<file path="src/rtl/roi_window_gen.sv">
// roi_window_gen: raster coordinate tracker and ROI window flag generator for
// the previous-frame ROI buffer of the KLT tracker.
//
// Latches the tracked point once per frame on the vsync rising edge. Outputs
// the pixel delayed by one cycle, together with the extended-window flag, the
// inner-window flag, an end-of-ROI pulse and a frame-start pulse.
//
// Optional feature: define ROI_POINT_CLAMP_EN to clamp the latched point so
// that the extended window always lies fully inside the frame.
//
// Ports:
//   clk, rst_n          clock, asynchronous active-low reset
//   pixel_in[10:0]      incoming pixel
//   de_in               data enable, one pixel per cycle while high
//   vsync_in            frame sync, rising edge starts a frame
//   point_x0/point_y0   tracked point for the next frame
//   point_valid         point is valid at the vsync rising edge
//   center_pixel        pixel_in delayed by one cycle
//   in_extended_roi     pixel lies in the (2*R_EXT+1)^2 window
//   in_roi              pixel lies in the (2*NEIGH_SIZE+1)^2 window
//   roi_end             pulse with the last extended-window pixel
//   center_vsync        pulse one cycle after the vsync rising edge
//   roi_x0/roi_y0       window centre in use
module roi_window_gen #(
    parameter int unsigned NEIGH_SIZE   = 10,
    parameter int unsigned BORDER_WIDTH = 2,
    parameter int unsigned FRAME_W      = 1280,
    parameter int unsigned FRAME_H      = 720
) (
    input  logic        clk,
    input  logic        rst_n,
    input  logic [10:0] pixel_in,
    input  logic        de_in,
    input  logic        vsync_in,
    input  logic [11:0] point_x0,
    input  logic [10:0] point_y0,
    input  logic        point_valid,
    output logic [10:0] center_pixel,
    output logic        in_extended_roi,
    output logic        in_roi,
    output logic        roi_end,
    output logic        center_vsync,
    output logic [11:0] roi_x0,
    output logic [10:0] roi_y0
);

    localparam int unsigned R_EXT = NEIGH_SIZE + BORDER_WIDTH;
    localparam int unsigned XW    = 12;
    localparam int unsigned YW    = 11;
    localparam int unsigned PW    = 11;
    localparam int unsigned CW    = 13;

    // Unsigned window test written so that nothing underflows near 0
    function automatic logic in_range(input logic [CW-1:0] c,
                                      input logic [CW-1:0] ctr,
                                      input logic [CW-1:0] r);
        return ((c + r) >= ctr) && (c <= (ctr + r));
    endfunction

    logic          vsync_q, de_q;
    logic [XW-1:0] x_cnt_q, x_cnt_d;
    logic [YW-1:0] y_cnt_q, y_cnt_d;
    logic [XW-1:0] x0_q, x0_d;
    logic [YW-1:0] y0_q, y0_d;

    logic [PW-1:0] pix_q;
    logic          ext_q, roi_q, end_q, cvs_q;
    logic [XW-1:0] rx_q;
    logic [YW-1:0] ry_q;

    logic          vs_rise;
    logic [XW-1:0] x_cur, px_sel;
    logic [YW-1:0] y_cur, py_sel;
    logic [CW-1:0] x_lim, y_lim;
    logic          ext_hit, roi_hit, end_hit;

    // Point selection, clamped when the feature is enabled
    always_comb begin
        px_sel = point_x0;
        py_sel = point_y0;
`ifdef ROI_POINT_CLAMP_EN
        if (point_x0 < XW'(R_EXT))
            px_sel = XW'(R_EXT);
        else if (point_x0 > XW'(FRAME_W - 1 - R_EXT))
            px_sel = XW'(FRAME_W - 1 - R_EXT);
        if (point_y0 < YW'(R_EXT))
            py_sel = YW'(R_EXT);
        else if (point_y0 > YW'(FRAME_H - 1 - R_EXT))
            py_sel = YW'(FRAME_H - 1 - R_EXT);
`endif
    end

    // Current coordinates/point (vsync edge takes priority) and window flags
    always_comb begin
        vs_rise = vsync_in & ~vsync_q;
        x_cur   = vs_rise ? '0 : x_cnt_q;
        y_cur   = vs_rise ? '0 : y_cnt_q;
        x0_d    = (vs_rise && point_valid) ? px_sel : x0_q;
        y0_d    = (vs_rise && point_valid) ? py_sel : y0_q;

        ext_hit = de_in
                & in_range(CW'(x_cur), CW'(x0_d), CW'(R_EXT))
                & in_range(CW'(y_cur), CW'(y0_d), CW'(R_EXT));
        roi_hit = de_in
                & in_range(CW'(x_cur), CW'(x0_d), CW'(NEIGH_SIZE))
                & in_range(CW'(y_cur), CW'(y0_d), CW'(NEIGH_SIZE));

        // Last window pixel is clipped to the frame edge when unclamped
        x_lim = CW'(x0_d) + CW'(R_EXT);
        if (x_lim > CW'(FRAME_W - 1))
            x_lim = CW'(FRAME_W - 1);
        y_lim = CW'(y0_d) + CW'(R_EXT);
        if (y_lim > CW'(FRAME_H - 1))
            y_lim = CW'(FRAME_H - 1);
        end_hit = ext_hit & (CW'(x_cur) == x_lim) & (CW'(y_cur) == y_lim);

        // Counter update: pixel advance, line end on de falling edge
        x_cnt_d = x_cur;
        y_cnt_d = y_cur;
        if (de_in) begin
            x_cnt_d = (x_cur == '1) ? x_cur : x_cur + XW'(1);
        end else if (de_q && !vs_rise) begin
            x_cnt_d = '0;
            y_cnt_d = (y_cur >= YW'(FRAME_H - 1)) ? y_cur : y_cur + YW'(1);
        end
    end

    // State and output registers
    always_ff @(posedge clk or negedge rst_n) begin
        if (!rst_n) begin
            vsync_q <= 1'b0;
            de_q    <= 1'b0;
            x_cnt_q <= '0;
            y_cnt_q <= '0;
            x0_q    <= XW'(R_EXT);
            y0_q    <= YW'(R_EXT);
            pix_q   <= '0;
            ext_q   <= 1'b0;
            roi_q   <= 1'b0;
            end_q   <= 1'b0;
            cvs_q   <= 1'b0;
            rx_q    <= '0;
            ry_q    <= '0;
        end else begin
            vsync_q <= vsync_in;
            de_q    <= de_in;
            x_cnt_q <= x_cnt_d;
            y_cnt_q <= y_cnt_d;
            x0_q    <= x0_d;
            y0_q    <= y0_d;
            pix_q   <= pixel_in;
            ext_q   <= ext_hit;
            roi_q   <= roi_hit;
            end_q   <= end_hit;
            cvs_q   <= vs_rise;
            rx_q    <= x0_d;
            ry_q    <= y0_d;
        end
    end

    assign center_pixel    = pix_q;
    assign in_extended_roi = ext_q;
    assign in_roi          = roi_q;
    assign roi_end         = end_q;
    assign center_vsync    = cvs_q;
    assign roi_x0          = rx_q;
    assign roi_y0          = ry_q;

endmodule
</file>
<file path="config.mk">
export PLATFORM = sky130hd
export DESIGN_NAME = roi_window_gen
export DESIGN_NICKNAME = d
export VERILOG_FILES = /design/src/rtl/roi_window_gen.sv
export SDC_FILE = /design/constraint.sdc
export NUM_CORES = 1
export LEC_CHECK = 0
export ABC_AREA = 1
export BUFFER_PORTS_ARGS = -buffer_cell sky130_fd_sc_hd__buf_2
export CAP_MARGIN = 20
export CORE_MARGIN = 3
export CORE_UTILIZATION = 42
export DETAILED_ROUTE_END_ITERATION = 8
export PLACE_DENSITY = 0.72
export SYNTH_ARGS = -nofsm -noshare
export SYNTH_HDL_FRONTEND = slang
export SYNTH_SLANG_ARGS = --single-unit
</file>
<file path="constraint.sdc">
create_clock -name clk -period 4.75 [get_ports clk]
set_input_delay 1.425 -clock clk [delete_from_list [all_inputs] [get_ports clk]]
set_output_delay 1.425 -clock clk [all_outputs]
set_load 0.02 [all_outputs]
</file>
# --- Word-level counts from Yosys, hierarchy flattened ---
# Index checks and enable logic that the tools add are counted.
op_classes:
  add_sub_neg: 10
  mul: 0
  n_div: 0
  n_lt_le_gt_ge: 11
  eq_ne: 3
  shifts: 0
  n_mux: 12
  bitwise: 8
  n_reduce_logical: 7
op_table:
  columns: ["operator", "n"]
  rows:
  - ["two-way mux 12 bit", 6]
  - ["two-way mux 11 bit", 5]
  - ["adder 12 x 4 -> 13 bit, second input constant", 4]
  - ["adder 11 x 4 -> 12 bit, second input constant", 4]
  - [">= comparator 13 x 12 -> 1 bit", 2]
  - ["<= comparator 12 x 13 -> 1 bit", 2]
  - [">= comparator 12 x 11 -> 1 bit", 2]
  - ["equality test 11 x 13 -> 1 bit", 1]
  - ["equality test 12 x 13 -> 1 bit", 1]
  - ["> comparator 13 x 11 -> 1 bit, second input constant", 1]
  - ["<= comparator 11 x 13 -> 1 bit", 1]
  - ["two-way mux 13 bit", 1]
  - ["adder 12 x 1 -> 12 bit, second input constant", 1]
  - ["equality test 12 bit, second input constant", 1]
  - ["> comparator 12 x 10 -> 1 bit, second input constant", 1]
  - ["<= comparator 11 x 12 -> 1 bit", 1]
  - ["adder 11 x 1 -> 11 bit, second input constant", 1]
  - [">= comparator 11 x 10 -> 1 bit, second input constant", 1]
  - ["bitwise AND 1 bit", 7]
  - ["logical AND 1 bit", 6]
  - ["logical NOT 1 bit", 1]
  - ["NOT 1 bit", 1]
word_totals:
  reg_bits: 86
  latchBits: 0
  ramBits: 0
  rom_bits: 0
  in_bits: 39
  out_inout_bits: 38
  word_cells: 64
  memories: 0

# --- Logic depth before layout (Yosys ltp) ---
# Gate-level depths: netlist (run 1).
depth:
  depth_word: 11
  depth_mapped: 25
  mapped_depth_nobuf: 24

# --- Least setup slack after synthesis (run 1) ---
# OpenSTA, ideal clock, no wires.
synth_timing:
  path_type: "in2reg"
  from: "input vsync_in"
  to: "register roi_q, in the netlist in_roi"
  setup_ps: 72
  t_arrival_ps: 4389
  t_required_ps: 4678
  setup_slack_ps: 289
  stages: 21
  n_path_buf: 3
  cell_sequence: "buf_4 nand3_4 buf_12 buf_12 or2_2 o21ai_0 inv_1 ha_1 o21ai_0 nor2_1 nand2_1 xor2_1 ha_1 a21oi_1 o21ai_0 o21bai_1 nand2_1 a21o_1 a21oi_1 nand3_1 nor2_1"
synth_via:
  elab_cells_between_ends: 18
  classes_between: "add/sub: 4; order compare: 4; mux: 4; bitwise: 3; reduce/logical: 3"
synth_lines:
  columns: ["element", "line_no", "source"]
  rows:
  - ["start, declared", "34", "input logic vsync_in,"]
  - ["bitwise AND 1 bit (*)", "95", "vs_rise = vsync_in & ~vsync_q;"]
  - ["logical AND 1 bit (*)", "99", "y0_d = (vs_rise && point_valid) ? py_sel : y0_q;"]
  - ["two-way mux 11 bit (*)", "99", null]
  - ["named net y0_d[1]", "64", "logic [YW-1:0] y0_q, y0_d;"]
  - ["adder 11 x 4 -> 12 bit", "57", "return ((c + r) >= ctr) && (c <= (ctr + r));"]
  - ["<= comparator 11 x 12 -> 1 bit", "57", null]
  - ["logical AND 1 bit (*)", "57", null]
  - ["bitwise AND 1 bit (*)", "106", "& in_range(CW'(y_cur), CW'(y0_d), CW'(NEIGH_SIZE));"]
  - ["named net roi_hit", "75", "logic ext_hit, roi_hit, end_hit;"]
  - ["end signal, assigned", "153", "roi_q <= roi_hit;"]
  - ["end, declared", "67", "logic ext_q, roi_q, end_q, cvs_q;"]
# The timed path passes the listed nets; every way through them passes the cells marked *.

# --- Worst setup path after layout (run 1) ---
layout_timing:
  from: "input vsync_in"
  to: "register end_q, in the netlist roi_end"
layout_via:
  elab_cells_between_ends: 26
  classes_between: "add/sub: 4; order compare: 6; eq/ne: 2; mux: 6; bitwise: 5; reduce/logical: 3"
layout_lines:
  columns: ["element", "line_no", "source"]
  rows:
  - ["bitwise AND 1 bit (*)", "95", null]
  - ["logical AND 1 bit (*)", "99", null]
  - ["two-way mux 11 bit (*)", "99", null]
  - ["named net y0_d[2]", "64", null]
  - ["adder 11 x 4 -> 12 bit", "57", null]
  - ["<= comparator 11 x 13 -> 1 bit", "57", null]
  - ["logical AND 1 bit (*)", "57", null]
  - ["bitwise AND 1 bit (*)", "103", "& in_range(CW'(y_cur), CW'(y0_d), CW'(R_EXT));"]
  - ["named net ext_hit", "75", null]
  - ["bitwise AND 1 bit (*) (2 in a row)", "115", "end_hit = ext_hit & (CW'(x_cur) == x_lim) & (CW'(y_cur) == y_lim);"]
  - ["named net end_hit", "75", null]
  - ["end signal, assigned", "154", "end_q <= end_hit;"]
  - ["end, declared", "67", null]
# Marks and branches as above.

==> results.tsv, run 1 <==
stage	metric	value	unit
die	core area	16760	um^2
sta	final hold vios	0	
setup_path	CP Max Fanout	10	
setup_path	Buf/Inv on CP	6	
routing	initial drt markers	609	
routing	DRC Markers	0	
routing	vias per inst	5.251	
routing	Final ANT Viol Nets	0	
synthesis	main area contributors after synthesis	dfrtp_1 22%, ha_1 17%, nand2_1 12%	
setup_path	CP arrival	4.61	ns
clock_tree	CTS H-tree depth	3	
finish	ant diodes	0	
synthesis	Yosys cell types	49	
status	status	finished, final reports clean	
clock_tree	CTS Hold Bufs	0	
synthesis	Synth Warn #	0	
power	Power Total	2272	uW
finish	layout cells sized above 1	18.55	%
placement	gp weighted congestion	0.9705	
clock_tree	CTS resizes	0	
power	pwr dens	278.8	nW/um^2
die	FP Rows	47	
clock_tree	worst skew pair latency	0.34	ns
sta	Final Critical Period	4.341	ns
global_routing	largest net degree at the start of global routing	56	
sta	Slew Viols, Final	0	
placement	Placed Area	7850	um^2
sta	max frequency	230.3	MHz
clock_tree	clk sinks	67	
synthesis	share of the yosys chip area belonging to registers	23.14	%
hold_path	worst min-delay path class	flip-flop to flip-flop	
power	leakage power	0.004283	uW
die	initial core utilization	43.35	%
finish	Design Area, Final	8152	um^2
routing	vias	6873	
sta	Final Cycle Share	91.40	%
setup_path	crit-path cells	buf_2 -> buf_4 -> nand4_1 -> nand2_2 -> inv_1 -> ha_1 -> inv_1 -> nand3_1 -> inv_1 -> nand2_1 -> nand2_1 -> nand2_1 -> ha_1 -> nand2_1 -> o41ai_1 -> a21oi_1 -> nor2_1 -> nand2_1 -> inv_1 -> nand2_1 -> a21oi_2 -> nand3_1 -> nor2_1	
power	Worst VDD drop	0.1948	mV
sta	setup TNS	0	ns
clock_tree	Clock transition at path regs	0.06	ns
clock_tree	Inserted Clock Buffers	9	
global_routing	antenna violations before repair	0	
clock_tree	Root Driver	clkbuf_16	
sta	setup violators final	0	
sta	headroom to the max-slew limit	53.15	%
setup_path	crit-path max cell delay	0.36	ns
setup_path	critical path's most frequent cell	nand2_1	
die	Die ar.	18910	um^2
finish	sequential cell area	1682	um^2
clock_tree	TritonCTS clock tree	done	
die	chip width	137.5	um
die	# IOs	77	
synthesis	Synth top area share	21.70	%
setup_path	CP startpoint kind	primary input	
synthesis	Post-synth EDFFs	0	
finish	Non-Filler Instances	1309	
synthesis	Synth area leader	dfrtp_1	
setup_path	Crit Path Category	primary input to flip-flop	
clock_tree	Post-CTS Setup Bufs	0	
finish	nets@finish	1221	
setup_path	WP data required	5.02	ns
clock_tree	Clock Path Buffers	2	
routing	Routed WL	20470	um
finish	Multi-input gate area	4797	um^2
sta	RSZ-0062 raised after global routing	false	
global_routing	GRT Residual Overflow	0	
sta	actual slew at the worst max-slew pin	0.7027	ns
routing	drt first pass iters	6	
finish	Final Core Density	48.64	%
synthesis	syn_nets	1138	
finish	layout overhead on the synthesized area	12.19	%
synthesis	cell area after synthesis	7266	um^2
routing	routed len/inst	15.63	um
global_routing	vias in the first global route	6383	
finish	filler cell count	1623	
die	Die Height	137.5	um
global_routing	total track usage	21.82	%
synthesis	fraction of registers with async set/reset	100.0	%
sta	worst-case clock skew	0.009466	ns
flow_run	Max-Cap Viols	0	
synthesis	Gate Count Post-Synth	1002	
synthesis	Top FF cell, synth	dfrtp_1	
global_routing	first-pass GRT wire length	32260	um
placement	placed instance count	1294	
placement	DP Wirelength	16900	um
placement	# port buffers	76	
setup_path	Setup crit end kind	flip-flop	
synthesis	Avg Cell Area, Syn	7.251	um^2
synthesis	Seq cells post-synth	67	
setup_path	slowest cell on the critical path	o41ai_1	
setup_path	Top delay family on crit path	simple AND/OR/NAND/NOR gates	
state kept, by name, indices dropped and copies added, names as in the netlist, 2 cells and up:
| register | flops |
|---|---|
| center_pixel | 11 |
| roi_x0 | 12 |
| x_cnt_q | 12 |
| x0_q | 2 |
| y_cnt_q | 11 |
| y0_q | 2 |
| roi_y0 | 11 |
final timing paths:
kind / end / slack, ns / from / depth (start not counted)
hold / removal: y_cnt_q[10]$_DFF_PN0_ / 0.53 / y_cnt_q[10]$_DFF_PN0_ / 2
setup / recovery: roi_end$_DFF_PN0_ / 0.41 / vsync_in / 23
min in group asynchronous: center_pixel[10]$_DFF_PN0_ / 0.96 / rst_n / 1
max in group asynchronous: x_cnt_q[10]$_DFF_PN0_ / 2.79 / rst_n / 2
setup reg to reg: roi_end$_DFF_PN0_ / 1.16 / vsync_q$_DFF_PN0_ / 24
hold reg to reg: y_cnt_q[10]$_DFF_PN0_ / 0.53 / y_cnt_q[10]$_DFF_PN0_ / 2
cell usage in the layout, fill, tap and decap left out, types with 2 or more instances in the layout:
master	n
a211oi_1	5
a21o_1	2
a21oi_1	44
a31oi_1	2
buf_2	76
buf_4	26
clkbuf_1	2
clkbuf_16	9
clkbuf_8	2
clkinv_1	2
dfrtp_1	63
dfstp_2	4
ha_1	97
inv_1	123
inv_2	10
nand2_1	230
nand2_2	23
nand2_4	19
nand3_1	69
nand3_2	5
nand3b_1	6
nand4_1	36
nor2_1	94
nor2_2	8
nor2_4	5
nor2_8	2
nor3_1	11
nor4_1	6
o211ai_1	3
o21a_1	2
o21ai_0	26
o21bai_1	3
o221ai_1	3
or2_2	2
xnor2_1	2
xor2_1	50
final cells by class:
type | instances | area share, %
clock buffers | 13 | 3.193
clock inverters | 2 | 0.4605
inverters | 136 | 6.293
multi-input cells | 768 | 58.85
flip-flops and latches | 67 | 20.63
well taps | 220 | 3.377
repair buffers | 103 | 7.199
worst register-to-register path, cell delays in order, from the launching register on:
cell     delay (ns)
dfrtp_1        0.42
inv_4          0.12
nand3_4        0.10
buf_6          0.20
nand2_1        0.09
nand2_2        0.16
inv_1          0.15
ha_1           0.24
inv_1          0.07
nand3_1        0.12
inv_1          0.12
nand2_1        0.07
nand2_1        0.06
nand2_1        0.10
ha_1           0.31
nand2_1        0.07
o41ai_1        0.36
a21oi_1        0.09
nor2_1         0.14
nand2_1        0.10
inv_1          0.08
nand2_1        0.07
a21oi_2        0.12
nand3_1        0.09
nor2_1         0.09
logic make-up (layout without fill, tap and decap cells):
family | count (synthesis) | after routing | share of synthesized area [%]
AO/OA/AOI/OAI | 98 | 98 | 7.904
adder cells (fa/ha/maj) | 97 | 97 | 16.70
XOR/XNOR | 52 | 52 | 6.268
flip-flops | 67 | 67 | 23.14
AND/OR/NAND/NOR | 521 | 521 | 35.15
buffers and inverters | 167 | 254 | 10.83
power by group:
part           total, uW  switching (uW)  internal, uW
combinational        949             641           308
sequential           653            26.5           626
clock                671             238           432
total               2270             906          1370
metrics by stage:
step / setup WS (ns) / hold WS (ns)
floorplan: 0.2894 / 0.4719
global placement: 0.2422 / 0.5106
detailed placement: 0.1738 / 0.5225
CTS: 0.4440 / 0.5350
global route: 0.06009 / 0.5645
finish: 0.4086 / 0.5343
metal layers:
metal / track usage (%) / wire length, um / vias up
met4: 8.259 / 741 / 0
li1: - / - / 3429
met3: 2.557 / 1667 / 53
met1: 30.26 / 9246 / 3095
met2: 34.76 / 8809 / 296
met5: 0 / 0 / -
Yosys cell counts (6+ instances only):
master and count:
a21oi_1 44, buf_4 23, dfrtp_1 63, ha_1 97, inv_1 123, inv_2 10
nand2_1 230, nand2_2 23, nand2_4 19, nand3_1 69, nand3b_1 6, nand4_1 36
nor2_1 94, nor2_2 8, nor3_1 11, nor4_1 6, o21ai_0 26, xor2_1 50
Power figures use the tool's default switching activity.
==> run 2, diff against run 1 <==
- ABC_AREA: 1 -> not set
==> run 2 against run 1 <==
  * Sequential share of layout area is 0.62 points higher
  * Combinational power increased by 4.8%
  * Flip-flop and latch count did not move
  * Area after synthesis is 4.4% lower
  * Sequential power increased by 5.7%
  * Critical path depth down 6
  * Global-route usage shrank 0.84 points
  * Highest routed layer unchanged
==> results.tsv, run 2 <==
stage	metric	value	unit
status	status	finished, final reports clean	
power	Clock Power Share	29.0	%
routing	DR WL met2	8499	um
power	pwr dens	300.1	nW/um^2
routing	DRC Markers	0	
setup_path	WP data required	4.99	ns
die	Die ar.	18110	um^2
setup_path	Setup crit end kind	flip-flop	
power	Switching Share	37.94	%
synthesis	most frequent cell after synthesis	ha_1	
clock_tree	worst skew pair latency	0.35	ns
setup_path	CP arrival	4.62	ns
synthesis	main combinational cell family by area after synthesis	simple AND/OR/NAND/NOR gates	
synthesis	cell area after synthesis	6944	um^2
finish	layout overhead on the synthesized area	13.96	%
die	FP Rows	46	
flow_run	Max-Cap Viols	0	
die	chip width	134.6	um
setup_path	Top delay family on crit path	compound AO/OA/AOI/OAI gates	
synthesis	Synth top area share	22.70	%
routing	Final ANT Viol Nets	0	
clock_tree	Clock transition at path regs	0.06	ns
sta	headroom to the max-slew limit	40.39	%
sta	final hold vios	0	
synthesis	share of the yosys chip area belonging to registers	24.22	%
hold_path	HP Start	y0_q[3]$_DFF_PN1_	
synthesis	Yosys cell types	76	
global_routing	largest net degree at the start of global routing	68	
routing	drt first pass iters	5	
routing	initial drt markers	464	
synthesis	xor/xnor share of the synthesized area	9.207	%
die	# IOs	77	
synthesis	Seq cells post-synth	67	
power	internal power	1474	uW
hold_path	Cells on Worst Hold Path	2	
setup_path	slowest cell on the critical path	a221oi_1	
sta	max frequency	228.7	MHz
finish	layout cells sized above 1	17.33	%
synthesis	simple logic cell fraction of the synthesized area	19.12	%
routing	vias	6309	
sta	Final Cycle Share	92.07	%
placement	gp weighted congestion	0.9253	
setup_path	r2r worst-path depth	16	
global_routing	antenna violations before repair	0	
synthesis	Synth area leader	dfrtp_1	
clock_tree	Root Driver	clkbuf_16	
synthesis	Post-synth EDFFs	0	
sta	setup TNS	0	ns
synthesis	Top FF cell, synth	dfrtp_1	
global_routing	GRT Residual Overflow	0	
power	Net Sw Power	900.8	uW
routing	routed len/inst	16.83	um
power	leakage power	0.003883	uW
die	initial core utilization	43.24	%
global_routing	first-pass GRT wire length	30160	um
setup_path	Crit path depth	17	
routing	Routed WL	18780	um
die	core area	16060	um^2
power	logic gate share of total power	41.9	%
setup_path	CP Max Fanout	35	
synthesis	compound-gate portion of the synthesized area	17.50	%
placement	# port buffers	76	
sta	setup violators final	0	
clock_tree	CTS H-tree depth	3	
synthesis	mux contribution to synthesized area	5.171	%
setup_path	Crit Path Category	primary input to flip-flop	
synthesis	Avg Cell Area, Syn	8.468	um^2
power	Power Total	2375	uW
setup_path	Crit. Startpoint	point_valid	
die	Die Height	134.6	um
setup_path	Buf/Inv on CP	3	
synthesis	commonest cells in the netlist	97 x ha_1, 84 x nand2_1, 63 x dfrtp_1, 56 x nor2_1, 55 x xnor2_1	
clock_tree	Clock Path Buffers	2	
setup_path	crit-path max cell delay	0.33	ns
hold_path	worst min-delay path class	flip-flop to flip-flop	
clock_tree	CTS Hold Bufs	0	
finish	most frequent cells in the layout	97 x ha_1, 83 x nand2_1, 75 x buf_2	
routing	wire length on met3	1054	um
synthesis	Synth Warn #	0	
routing	Met1 Wirelength	8880	um
synthesis	main area contributors after synthesis	dfrtp_1 23%, ha_1 17%, xnor2_1 6.9%	
sta	RSZ-0062 raised after global routing	false	
power	Worst VDD drop	0.1583	mV
global_routing	total track usage	20.98	%
power	Flop pwr share	29.0	%
synthesis	fraction of registers with async set/reset	100.0	%
sta	Final Critical Period	4.373	ns
sta	worst-case clock skew	0.007698	ns
global_routing	vias in the first global route	5806	
routing	vias per inst	5.653	
finish	ant diodes	0	
setup_path	critical register-to-register path startpoint	vsync_q$_DFF_PN0_	
finish	commonest non-fill, non-tap cell in the layout	ha_1	
setup_path	crit-path cells	buf_2 -> and3b_1 -> buf_12 -> nor2_1 -> a21oi_1 -> inv_1 -> ha_1 -> nor2_1 -> nor3_1 -> nand2b_1 -> ha_1 -> a21o_1 -> a21oi_1 -> o21ai_0 -> a221oi_1 -> o221ai_1 -> nor4b_1	
clock_tree	clk sinks	67	
clock_tree	Post-CTS Setup Bufs	0	
clock_tree	TritonCTS clock tree	done	
sta	Slew Viols, Final	0	
routing	top sig layer	met4	
synthesis	Post-Synth Adder-Cell Area	17.78	%
finish	nets@finish	1033	
setup_path	CP startpoint kind	primary input	
synthesis	Gate Count Post-Synth	820	
placement	DP Wirelength	14580	um
synthesis	syn_nets	956	
clock_tree	Inserted Clock Buffers	9	
clock_tree	CTS resizes	0	
sta	actual slew at the worst max-slew pin	0.8941	ns
==> run 2: worst reg2reg max path, stage by stage (launching register included) <==
cell      delay (ns)
dfrtp_1         0.38
and3b_1         0.31
buf_12          0.24
nor2_1          0.07
a21oi_1         0.16
inv_1           0.12
ha_1            0.22
nor2_1          0.18
nor3_1          0.11
nand2b_1        0.16
ha_1            0.30
a21o_1          0.16
a21oi_1         0.15
o21ai_0         0.14
a221oi_1        0.33
o221ai_1        0.16
nor4b_1         0.28
==> run 2: cells by family (layout without fill, tap and decap cells) <==
family | count (synthesis) | in the layout
XOR/XNOR | 73 | 73
AND/OR/NAND/NOR | 270 | 270
multiplexers | 32 | 32
AO/OA/AOI/OAI | 179 | 179
flip-flops | 67 | 67
adder cells (fa/ha/maj) | 99 | 99
buffers and inverters | 100 | 180
==> run 2: stage by stage <==
stage / hold slack, ns / cell area (um^2) / std cells / setup slack (ns) / utilization [%]
5_1_grt: 0.5758 / 7914 / 1116 / 0.1507 / 49.28
3_5_place_dp: 0.5430 / 7612 / 1102 / 0.02253 / 47.41
4_1_cts: 0.5529 / 7914 / 1116 / 0.4030 / 49.28
6_report: 0.5525 / 7914 / 1116 / 0.3767 / 49.28
3_3_place_gp: 0.5401 / 7612 / 1102 / 0.1633 / 47.41
2_1_floorplan: 0.5086 / 6958 / 820 / 0.01701 / -
==> run 2: power by group through the flow <==
stage,registers [uW],logic (uW),clock network [uW]
floorplan,691,697,0
global placement,699,956,0
detailed placement,698,966,0
CTS,689,981,707
global route,698,1100,740
finish,690,995,690
==> run 2: worst paths after layout <==
kind                            slack, ns                        end
worst max-delay path                 0.38           in_roi$_DFF_PN0_
min in group asynchronous            1.19  center_pixel[3]$_DFF_PN0_
worst min register to register       0.55          y0_q[3]$_DFF_PN1_
worst max register to register       1.17           in_roi$_DFF_PN0_
max in group asynchronous            2.96        roi_x0[5]$_DFF_PN0_
worst min-delay path                 0.55          y0_q[3]$_DFF_PN1_
==> run 2: layout make-up <==
type                    instances  area, um^2
clock buffers                  12       266.5
clock inverters                 2       35.03
fillers                      1495        8144
inverters                      55       206.4
multi-input cells             653        4783
flip-flops and latches         67        1682
well taps                     216       270.3
repair buffers                111       670.6
==> run 2: layer usage <==
metal / up-vias / track usage, %
met2: 224 / 33.27
met1: 2988 / 29.74
met4: 0 / 5.769
met5: - / 0
li1: 3062 / -
met3: 35 / 3.465
==> run 3, diff against run 2 <==
- CORE_MARGIN: 3 -> not set
- PLACE_DENSITY: 0.72 -> 0.69
==> run 3 against run 2 <==
  * Power fell by 0.23%
  * Core utilization grew 0.48 points
  * Via count fell by 0.67%
  * Worst setup slack got worse by 0.040 ns
  * Maximum frequency down 0.90%
  * Clock skew decreased by 0.0011 ns
  * Die area fell by 5.9%
  * Non-clock buffer count is 10 higher
  * Final cell count increased by 1.1%
  * Critical path depth unchanged
  * Design area grew 0.62%
  * Register-to-register slack worse by 0.08 ns
  * Largest power group unchanged
  * Highest routed layer unchanged
==> results.tsv, run 3 (synthesis results as in run 2) <==
stage	metric	value	unit
flow_run	Max-Cap Viols	0	
die	chip width	130.6	um
routing	routed len/inst	17.02	um
setup_path	CP Max Fanout	6	
sta	headroom to the max-slew limit	38.45	%
die	Die ar.	17050	um^2
sta	Final Cycle Share	92.91	%
routing	vias	6267	
global_routing	total track usage	23.36	%
finish	layout cells sized above 1	18.09	%
global_routing	first-pass GRT wire length	30370	um
finish	Final Core Density	49.77	%
routing	Routed WL	19200	um
hold_path	worst min-delay path class	flip-flop to flip-flop	
setup_path	CP startpoint kind	primary input	
finish	most frequent cells in the layout	97 x ha_1, 83 x nand2_1, 75 x buf_2	
sta	setup TNS	0	ns
setup_path	Top delay family on crit path	simple AND/OR/NAND/NOR gates	
sta	RSZ-0062 raised after global routing	false	
die	# IOs	77	
clock_tree	clk sinks	67	
placement	DP Wirelength	15160	um
sta	actual slew at the worst max-slew pin	0.9232	ns
power	leakage power	0.003916	uW
clock_tree	CTS H-tree depth	3	
setup_path	slowest cell on the critical path	a2111oi_1	
clock_tree	CTS resizes	0	
power	Worst VDD drop	0.1447	mV
global_routing	largest net degree at the start of global routing	68	
hold_path	Cells on Worst Hold Path	2	
die	FP Rows	46	
clock_tree	Inserted Clock Buffers	9	
setup_path	crit-path max cell delay	0.40	ns
routing	Final ANT Viol Nets	0	
clock_tree	Root Driver	clkbuf_16	
setup_path	r2r worst-path depth	14	
setup_path	Crit Path Category	primary input to flip-flop	
routing	DRC Markers	0	
global_routing	GRT Residual Overflow	0	
status	status	finished, final reports clean	
hold_path	HP Start	y0_q[3]$_DFF_PN1_	
finish	commonest non-fill, non-tap cell in the layout	ha_1	
global_routing	vias in the first global route	5844	
global_routing	antenna violations before repair	0	
finish	layout overhead on the synthesized area	14.67	%
hold_path	Hold EP	y0_q[3]$_DFF_PN1_	
placement	# port buffers	76	
setup_path	CP arrival	4.70	ns
die	Die Height	130.6	um
clock_tree	TritonCTS clock tree	done	
sta	hold slack	0.5700	ns
routing	initial drt markers	415	
sta	max frequency	226.6	MHz
finish	nets@finish	1043	
die	core area	16000	um^2
setup_path	crit-path cells	buf_2 -> nand3b_1 -> nand2_1 -> nand2_2 -> inv_1 -> ha_1 -> nand3b_1 -> xnor2_1 -> mux2i_2 -> ha_1 -> and4_1 -> a2111oi_1 -> o211ai_1 -> nand2_1 -> o2111ai_1 -> nor3_1 -> and4_1	
sta	setup violators final	0	
clock_tree	Clock transition at path regs	0.06	ns
sta	Slew Viols, Final	0	
power	Power Total	2369	uW
sta	worst-case clock skew	0.006640	ns
clock_tree	Post-CTS Setup Bufs	0	
setup_path	R2R Setup Slk	1.09	ns
clock_tree	Clock Path Buffers	2	
placement	gp weighted congestion	0.9294	
setup_path	FF-to-FF End	in_roi$_DFF_PN0_	
routing	drt first pass iters	5	
setup_path	Setup crit end kind	flip-flop	
power	pwr dens	297.5	nW/um^2
setup_path	critical register-to-register path startpoint	vsync_q$_DFF_PN0_	
setup_path	WP data required	5.04	ns
clock_tree	worst skew pair latency	0.35	ns
routing	vias per inst	5.556	
finish	ant diodes	0	
clock_tree	CTS Hold Bufs	0	
sta	Final Critical Period	4.413	ns
setup_path	Buf/Inv on CP	2	
finish	filler cell count	1542	
die	initial core utilization	43.40	%
sta	final hold vios	0	
## run 3: cell types whose count changed in the layout (fill, tap and decap cells not counted)
| cell | change |
|---|---|
| clkbuf_8 | -3 |
| clkinvlp_4 | +1 |
| clkbuf_1 | +3 |
| clkinv_4 | +1 |
| buf_12 | -1 |
| buf_4 | +11 |
## run 3: where the power goes
part / switching [uW] / internal (uW) / total [uW]
clock network: 275 / 407 / 683
logic: 591 / 404 / 995
registers: 59.8 / 632 / 691
total: 926 / 1440 / 2370
## run 3: how the worst max path moves through the flow
| stage | depth (start not counted) | slack, ns | end | from |
|---|---|---|---|---|
| floorplan | 20 | 0.02 | roi_end$_DFF_PN0_ | point_valid |
| global placement | 15 | 0.08 | in_roi$_DFF_PN0_ | vsync_in |
| detailed placement | 15 | -0.05 | in_roi$_DFF_PN0_ | point_valid |
| CTS | 15 | 0.34 | in_roi$_DFF_PN0_ | point_valid |
| global route | 17 | 0.15 | roi_end$_DFF_PN0_ | vsync_in |
| finish | 17 | 0.34 | roi_end$_DFF_PN0_ | vsync_in |
## run 3: final cells by class
class / count / area (um^2) / share of cell area [%]
tap: 216 / 270.3 / 3.394
multi-input combinational: 653 / 4783 / 60.07
sequential: 67 / 1682 / 21.12
timing repair buffer: 121 / 733.2 / 9.208
inverter: 55 / 206.4 / 2.593
clock buffer: 12 / 236.5 / 2.970
clock inverter: 4 / 51.30 / 0.6442
## run 3: layer usage
metal  vias to the layer above  global-route usage, %  share of wire (%)  wire length (um)
met4                         0                  10.62                3.1               586
met2                       199                  36.45                 44              8509
met5                         -                      0                  0                 0
met3                        38                  3.542                5.0               958
li1                       3096                      -                  -                 -
met1                      2934                  31.78                 48              9146
## run 3: per-stage QoR
step,setup slack [ns],instance area (um^2),std cells
2_1_floorplan,0.01701,6958,820
3_3_place_gp,0.08221,7675,1112
3_5_place_dp,-0.05485,7675,1112
4_1_cts,0.3366,7963,1128
5_1_grt,0.1488,7963,1128
6_report,0.3368,7963,1128
## run 3: worst reg2reg max path, cell delays in order, from the launching register on
cell and delay [ns]:
dfrtp_1 0.39, nand3b_1 0.37, mux2i_1 0.33, inv_1 0.15
ha_1 0.25, nor2_1 0.19, nor3_1 0.12, nand2b_1 0.18
ha_1 0.32, a21o_1 0.16, a21oi_1 0.13, o21ai_0 0.15
a221oi_1 0.31, o221ai_1 0.19, nor4b_1 0.30
